File: config.mk
export PLATFORM = sky130hd
export DESIGN_NAME = mem_port_arbiter
export DESIGN_NICKNAME = d
export VERILOG_FILES = /design/src/rtl/mem_arb_pkg.sv /design/src/rtl/rr_pick.sv /design/src/rtl/mem_port_arbiter.sv
export SDC_FILE = /design/constraint.sdc
export NUM_CORES = 1
export LEC_CHECK = 0
export BUFFER_PORTS_ARGS = -buffer_cell sky130_fd_sc_hd__buf_2
export CORE_AREA = 2 2 61 63
export CTS_CLUSTER_DIAMETER = 150
export DETAILED_ROUTE_END_ITERATION = 6
export DIE_AREA = 0 0 63 65
export PLACE_DENSITY = 0.84
export SETUP_SLACK_MARGIN = 0.15
export SLEW_MARGIN = 20
export SYNTH_ARGS = -nofsm -noshare
export SYNTH_HDL_FRONTEND = slang
export SYNTH_SLANG_ARGS = --single-unit
File: constraint.sdc
create_clock -name clk -period 1.8 [get_ports clk]
set_input_delay 0.54 -clock clk [delete_from_list [all_inputs] [get_ports clk]]
set_output_delay 0.54 -clock clk [all_outputs]
set_load 0.02 [all_outputs]
File: src/rtl/mem_arb_pkg.sv
// Shared types and sizes for the four-requester memory port arbiter.
package mem_arb_pkg;
   localparam int NREQ  = 4;
   localparam int SEL_W = 2;
   localparam int CNT_W = 16;

   typedef enum logic [1:0] {IDLE, BUSY, RELEASE} arb_state_t;
   typedef enum logic {CAUSE_NORMAL = 1'b0, CAUSE_TIMEOUT = 1'b1} rel_cause_t;

   function automatic logic [NREQ-1:0] onehot(input logic [SEL_W-1:0] i);
      return NREQ'(1) << i;
   endfunction
endpackage

File: src/rtl/rr_pick.sv
// Combinational rotating-priority picker: index ptr+1 is searched first, ptr itself last.
module rr_pick
   import mem_arb_pkg::*;
(
   input  logic [NREQ-1:0]  req,
   input  logic [SEL_W-1:0] ptr,
   output logic             any,
   output logic [SEL_W-1:0] idx
);
   logic [SEL_W-1:0] cand;

   // Walk from lowest to highest priority so the nearest requester overwrites the rest.
   always_comb begin
      any  = 1'b0;
      idx  = ptr;
      cand = '0;
      for (int k = NREQ; k >= 1; k--) begin
         cand = ptr + SEL_W'(k);
         if (req[cand]) begin
            any = 1'b1;
            idx = cand;
         end
      end
   end
endmodule

File: src/rtl/mem_port_arbiter.sv
// Round-robin owner selection for one shared memory port with valid/ready handshake
// and a bounded wait that forces release when the slave never answers.
module mem_port_arbiter
   import mem_arb_pkg::*;
#(
   parameter int XLEN    = 32,
   parameter int TIMEOUT = 256
) (
   input  logic             clk,
   input  logic             rst,
   input  logic [NREQ-1:0]  req,
   output logic [NREQ-1:0]  gnt,
   output logic [SEL_W-1:0] sel,
   output logic             mem_valid,
   input  logic             mem_ready,
   output logic [NREQ-1:0]  done,
   output logic             timeout_err,
   output logic             busy
);
   localparam logic [CNT_W-1:0] TO_LAST = (TIMEOUT > 0) ? CNT_W'(TIMEOUT - 1) : '0;

   // Out-of-range parameter sets elaborate this marker scope, visible in the hierarchy.
   if (XLEN < 1 || TIMEOUT < 0 || TIMEOUT > 65535) begin : g_bad_params
   end

   arb_state_t       state_q, state_d;
   logic [NREQ-1:0]  gnt_q, gnt_d, done_q, done_d;
   logic [SEL_W-1:0] sel_q, sel_d, ptr_q, ptr_d;
   logic             mem_valid_q, mem_valid_d, terr_q, terr_d, busy_q, busy_d;
   logic [CNT_W-1:0] cnt_q, cnt_d;

   logic [NREQ-1:0]  pick_req;
   logic [SEL_W-1:0] pick_ptr, pick_idx;
   logic             pick_any, grant, to_hit;
   rel_cause_t       cause;

   // In RELEASE the outgoing owner still holds req until it sees done; mask it out.
   always_comb begin
      pick_req = req;
      pick_ptr = ptr_q;
      if (state_q == RELEASE) begin
         pick_req = req & ~onehot(sel_q);
         pick_ptr = sel_q;
      end
   end

   rr_pick u_pick (
      .req (pick_req),
      .ptr (pick_ptr),
      .any (pick_any),
      .idx (pick_idx)
   );

   assign to_hit = (TIMEOUT != 0) && (cnt_q == TO_LAST);

   always_comb begin
      state_d     = state_q;
      gnt_d       = '0;
      done_d      = '0;
      sel_d       = sel_q;
      ptr_d       = ptr_q;
      mem_valid_d = 1'b0;
      terr_d      = 1'b0;
      busy_d      = 1'b0;
      cnt_d       = cnt_q;
      grant       = 1'b0;
      cause       = CAUSE_NORMAL;
      case (state_q)
         IDLE: grant = pick_any;
         BUSY: begin
            if (mem_ready || to_hit) begin
               cause   = mem_ready ? CAUSE_NORMAL : CAUSE_TIMEOUT;
               state_d = RELEASE;
               done_d  = onehot(sel_q);
               terr_d  = (cause == CAUSE_TIMEOUT);
            end else begin
               gnt_d       = gnt_q;
               mem_valid_d = 1'b1;
               busy_d      = 1'b1;
               if (cnt_q != '1) cnt_d = cnt_q + 1'b1;
            end
         end
         RELEASE: begin
            ptr_d   = sel_q;
            state_d = IDLE;
            grant   = pick_any;
         end
         default: state_d = IDLE;
      endcase
      if (grant) begin
         state_d     = BUSY;
         sel_d       = pick_idx;
         gnt_d       = onehot(pick_idx);
         mem_valid_d = 1'b1;
         busy_d      = 1'b1;
         cnt_d       = '0;
      end
   end

   always_ff @(posedge clk or posedge rst) begin
      if (rst) begin
         state_q     <= IDLE;
         gnt_q       <= '0;
         done_q      <= '0;
         sel_q       <= '0;
         ptr_q       <= SEL_W'(NREQ - 1);
         mem_valid_q <= 1'b0;
         terr_q      <= 1'b0;
         busy_q      <= 1'b0;
         cnt_q       <= '0;
      end else begin
         state_q     <= state_d;
         gnt_q       <= gnt_d;
         done_q      <= done_d;
         sel_q       <= sel_d;
         ptr_q       <= ptr_d;
         mem_valid_q <= mem_valid_d;
         terr_q      <= terr_d;
         busy_q      <= busy_d;
         cnt_q       <= cnt_d;
      end
   end

   assign gnt         = gnt_q;
   assign sel         = sel_q;
   assign mem_valid   = mem_valid_q;
   assign done        = done_q;
   assign timeout_err = terr_q;
   assign busy        = busy_q;
endmodule
==> results.py <==
metrics = {
    "setup_path": {
        "slowest_cell_on_the_critical_path": "sky130_fd_sc_hd__or4_1",
        "crit_buf_inv": 1,
        "timing.critical_path.slowest_cell_delay_ns": 0.51,
        "worst_ep_arrival_time_ns": 2.15,
        "crit_path_start_kind": "register",
        "crit_path_max_fanout": 8,
        "critPathKind": "register to register",
        "timing.critical_path.to_type": "register",
        "cp.required_ns": 2.04,
        "cp_cell_sequence": "buf_4 > and4_2 > nand4_4 > nand3_4 > or4_1 > a21oi_1",
        "critPathTopFamily": "simple AND/OR/NAND/NOR gates",
    },
    "timing": {
        "grt_setup_unrepaired": "true",
        "timing.final.crit_share": 1.06,
        "achievable-frequency_ghz": 0.525,
        "fin_ws_ns": -0.106,
        "maxSlewHeadroom": 0.730,
        "hold_violation_total_from_the_final_report": 0,
        "setup_total_negative_slack_ns": -0.195,
        "fin_worst_skew_ns": 0.00805,
        "slew_at_the_pin_closest_to_its_max_slew_limit_ns": 0.405,
        "finalSetupViolations": 6,
        "final_max_slew_viol_count": 0,
        "timing.final.crit_period_ns": 1.91,
    },
    "clocking": {
        "cts-buffers-inserted": 5,
        "cts_max_level": 2,
        "hold_buffer_count_at_cts": 0,
        "clock_sinks": 32,
        "clock_insertion_delay_at_the_later_pin_of_the_skew_report_ns": 0.34,
        "clock_tree.root_cell": "sky130_fd_sc_hd__clkbuf_4",
        "clk_pin_slew_worst_paths_ns": 0.10,
        "cts_tree": "built",
        "clk_path_buf_depth": 2,
    },
    "floorplanning": {
        "die_area_mm2": 0.00410,
        "core_outline_area_mm2": 0.00350,
        "core_rows": 22,
        "die_w_um": 63,
        "number_of_ports_placed_on_the_die_boundary": 20,
        "starting_density_of_the_core": 0.492,
        "floorplan.die.height_um": 65,
    },
    "global_route": {
        "first_global_vias": 1805,
        "grtUsageTotal": 0.273,
        "grt_start_max_net_pins": 33,
        "grt_antenna_before_repair": 0,
        "first_pass_grt_wire_length_um": 8640,
        "globalRouteOverflowTotal": 0,
    },
    "power_and_ir_drop": {
        "total_leakage_power_nw": 1.20,
        "max-vdd-ir-drop_mv": 0.447,
        "power_density_mw_per_mm2": 1200,
    },
    "route": {
        "route.final.wire_length_um": 5930,
        "post_drt_wl_per_cell_um": 19.7,
        "viasPerCell": 6.03,
        "drt_iter0_markers": 94,
        "met2WireLength_um": 3280,
        "topRoutingLayerUsed": "met4",
        "wl_met1_um": 2130,
        "detail-route-antenna-nets": 0,
        "vias": 1814,
        "routed-wl-met3_um": 275,
        "drt-pass1-iter-count": 4,
        "remaining_routing_drc_violations": 0,
    },
    "yosys": {
        "share_of_synthesized_area_occupied_by_flip_flops_and_latches": 0.467,
        "synth.net_count": 178,
        "synth-seq-cells": 32,
        "synth.distinct_cells": 50,
        "synthCells": 170,
        "ys.flop_type": "sky130_fd_sc_hd__dfrtp_1",
        "synth-async-reset-ratio": 1.00,
        "synthesis.yosys.warnings": 0,
        "syn_avg_cell_area_um2": 10.1,
        "synth_enable_flop_cells": 0,
        "syn-cell-area_mm2": 0.00172,
    },
    "hold_path": {
        "hp-class": "input pin to asynchronous set/reset pin",
    },
    "place": {
        "placement.cell_area_mm2": 0.00216,
        "globalplace.congestion": 0.826,
        "port_buffers": 19,
        "dp.final_hpwl_um": 2900,
    },
    "outcome": {
        "violations": "setup timing",
        "run_status": "complete, but fails checks",
    },
    "cells_and_area": {
        "final_core_utilization": 0.783,
        "layout.nets": 260,
        "areaGrowthSynthToFinish_pct": 59.2,
        "nFillCells": 200,
        "leading_cell_types_in_the_layout_fill_and_taps_excluded": "sky130_fd_sc_hd__buf_4, sky130_fd_sc_hd__dfrtp_1, sky130_fd_sc_hd__buf_2, sky130_fd_sc_hd__inv_1, sky130_fd_sc_hd__buf_6",
        "mostFrequentLayoutCell": "sky130_fd_sc_hd__buf_4",
        "n_antenna_cell": 0,
        "drive_gt1_frac": 0.617,
        "final_cell_area_mm2": 0.00274,
    },
    "job": {
        "timing.max_cap.violations": 0,
    },
}
-- worst register-to-register path, cell delays in order (launching register included) --
cell and delay, ns:
sky130_fd_sc_hd__dfrtp_1 0.42, sky130_fd_sc_hd__buf_4 0.15, sky130_fd_sc_hd__and4_2 0.21, sky130_fd_sc_hd__nand4_4 0.17, sky130_fd_sc_hd__nand3_4 0.15, sky130_fd_sc_hd__or4_1 0.51, sky130_fd_sc_hd__a21oi_1 0.21
-- what timing repair did --
action | CTS | global route
endpoints found under the setup margin | 29 | 31
resized for setup | 28 | 47
pin swaps | 20 | 21
buffers inserted | 18 | 7
gates cloned | 2 | 1
-- sequential cells by signal (all words and copies together), names as in the netlist --
register / cells
cnt_q: 16
done: 4
gnt: 4
ptr_q: 2
sel: 2
state_q: 2
busy: 1
timeout_err: 1
-- cells by family (layout without fill, tap and decap cells) --
kind of cell,after synthesis,after routing,synth area share
compound gates,44,44,0.180
buf+inv,19,100,0.0640
xor+xnor,1,1,0.00509
fa+ha+maj,1,1,0.00727
simple gates,66,68,0.233
flops,32,32,0.467
mux,7,7,0.0429
-- where the power goes --
part	internal [mW]	leakage, nW	total, mW	switching (mW)
Sequential	0.896	0.418	1.04	0.142
Combinational	0.851	0.750	1.85	0.995
Clock	0.152	0.0293	0.398	0.246
Total	1.90	1.20	3.28	1.38
-- Yosys cell counts (2+ instances only) --
| library cell | count | area (µm²) |
|---|---|---|
| sky130_fd_sc_hd__nand2b_1 | 2 | 12.5 |
| sky130_fd_sc_hd__or4_1 | 7 | 52.6 |
| sky130_fd_sc_hd__mux2_2 | 3 | 33.8 |
| sky130_fd_sc_hd__nand4_2 | 2 | 25.0 |
| sky130_fd_sc_hd__o21ai_0 | 4 | 20.0 |
| sky130_fd_sc_hd__and3_1 | 4 | 25.0 |
| sky130_fd_sc_hd__nand3b_1 | 2 | 15.0 |
| sky130_fd_sc_hd__or3_1 | 2 | 12.5 |
| sky130_fd_sc_hd__dfstp_2 | 2 | 52.6 |
| sky130_fd_sc_hd__nor4_1 | 2 | 12.5 |
| sky130_fd_sc_hd__nand2_1 | 9 | 33.8 |
| sky130_fd_sc_hd__nor2_1 | 9 | 33.8 |
| sky130_fd_sc_hd__mux2i_1 | 4 | 40.0 |
| sky130_fd_sc_hd__o211ai_1 | 3 | 22.5 |
| sky130_fd_sc_hd__dfrtp_1 | 30 | 751 |
| sky130_fd_sc_hd__nor3b_1 | 2 | 15.0 |
| sky130_fd_sc_hd__a22o_1 | 2 | 17.5 |
| sky130_fd_sc_hd__a21oi_1 | 8 | 40.0 |
| sky130_fd_sc_hd__or2_2 | 2 | 12.5 |
| sky130_fd_sc_hd__clkbuf_1 | 3 | 11.3 |
| sky130_fd_sc_hd__buf_12 | 2 | 40.0 |
| sky130_fd_sc_hd__inv_1 | 11 | 41.3 |
| sky130_fd_sc_hd__nand4_1 | 5 | 31.3 |
| sky130_fd_sc_hd__o21ai_1 | 3 | 15.0 |
| sky130_fd_sc_hd__nor3_1 | 3 | 15.0 |
| sky130_fd_sc_hd__o31ai_1 | 10 | 75.1 |
| sky130_fd_sc_hd__nand3_1 | 9 | 45.0 |
| sky130_fd_sc_hd__a21o_1 | 3 | 22.5 |
-- path summary, 6_finish.rpt --
kind	start	endpoint	slack (ns)	depth (start not counted)
setup / recovery	cnt_q[3]$_DFFE_PP0P_	cnt_q[5]$_DFFE_PP0P_	-0.11	6
hold / removal	rst	cnt_q[12]$_DFFE_PP0P_	0.27	3
setup reg to reg	cnt_q[3]$_DFFE_PP0P_	cnt_q[5]$_DFFE_PP0P_	-0.11	6
hold reg to reg	gnt[3]$_DFFE_PP0P_	gnt[3]$_DFFE_PP0P_	0.55	2
max in group asynchronous	rst	ptr_q[1]$_DFF_PP1_	1.21	3
min in group clk	mem_ready	timeout_err$_DFF_PP0_	0.51	3
-- stage by stage --
step                      worst slack [ns]  hold slack (ns)  total power [mW]  instances
after global placement             -0.0560            0.464              2.23        265
after floorplan                     0.0842            0.486              1.84        170
after global routing                -0.174            0.294              3.44        301
final                               -0.106            0.268              3.28        301
after CTS                           0.0492            0.270              2.95        293
after detailed placement           -0.0968            0.467              2.29        265
-- metal layers --
layer,up-vias,global-route usage
li1,816,-
met1,890,0.308
met2,81,0.493
met3,27,0.0538
met4,0,0.133
met5,-,0
-- area by class of cell --
| type | instances | area [µm²] | share of cell area |
|---|---|---|---|
| sequential | 32 | 810 | 0.296 |
| clock inverter | 1 | 5.00 | 0.00183 |
| timing repair buffer | 81 | 626 | 0.228 |
| multi-input combinational | 121 | 1150 | 0.421 |
| tap | 48 | 60.1 | 0.0219 |
| clock buffer | 7 | 45.0 | 0.0164 |
| inverter | 11 | 41.3 | 0.0151 |
No activity file was read; power rests on OpenSTA's default activity.
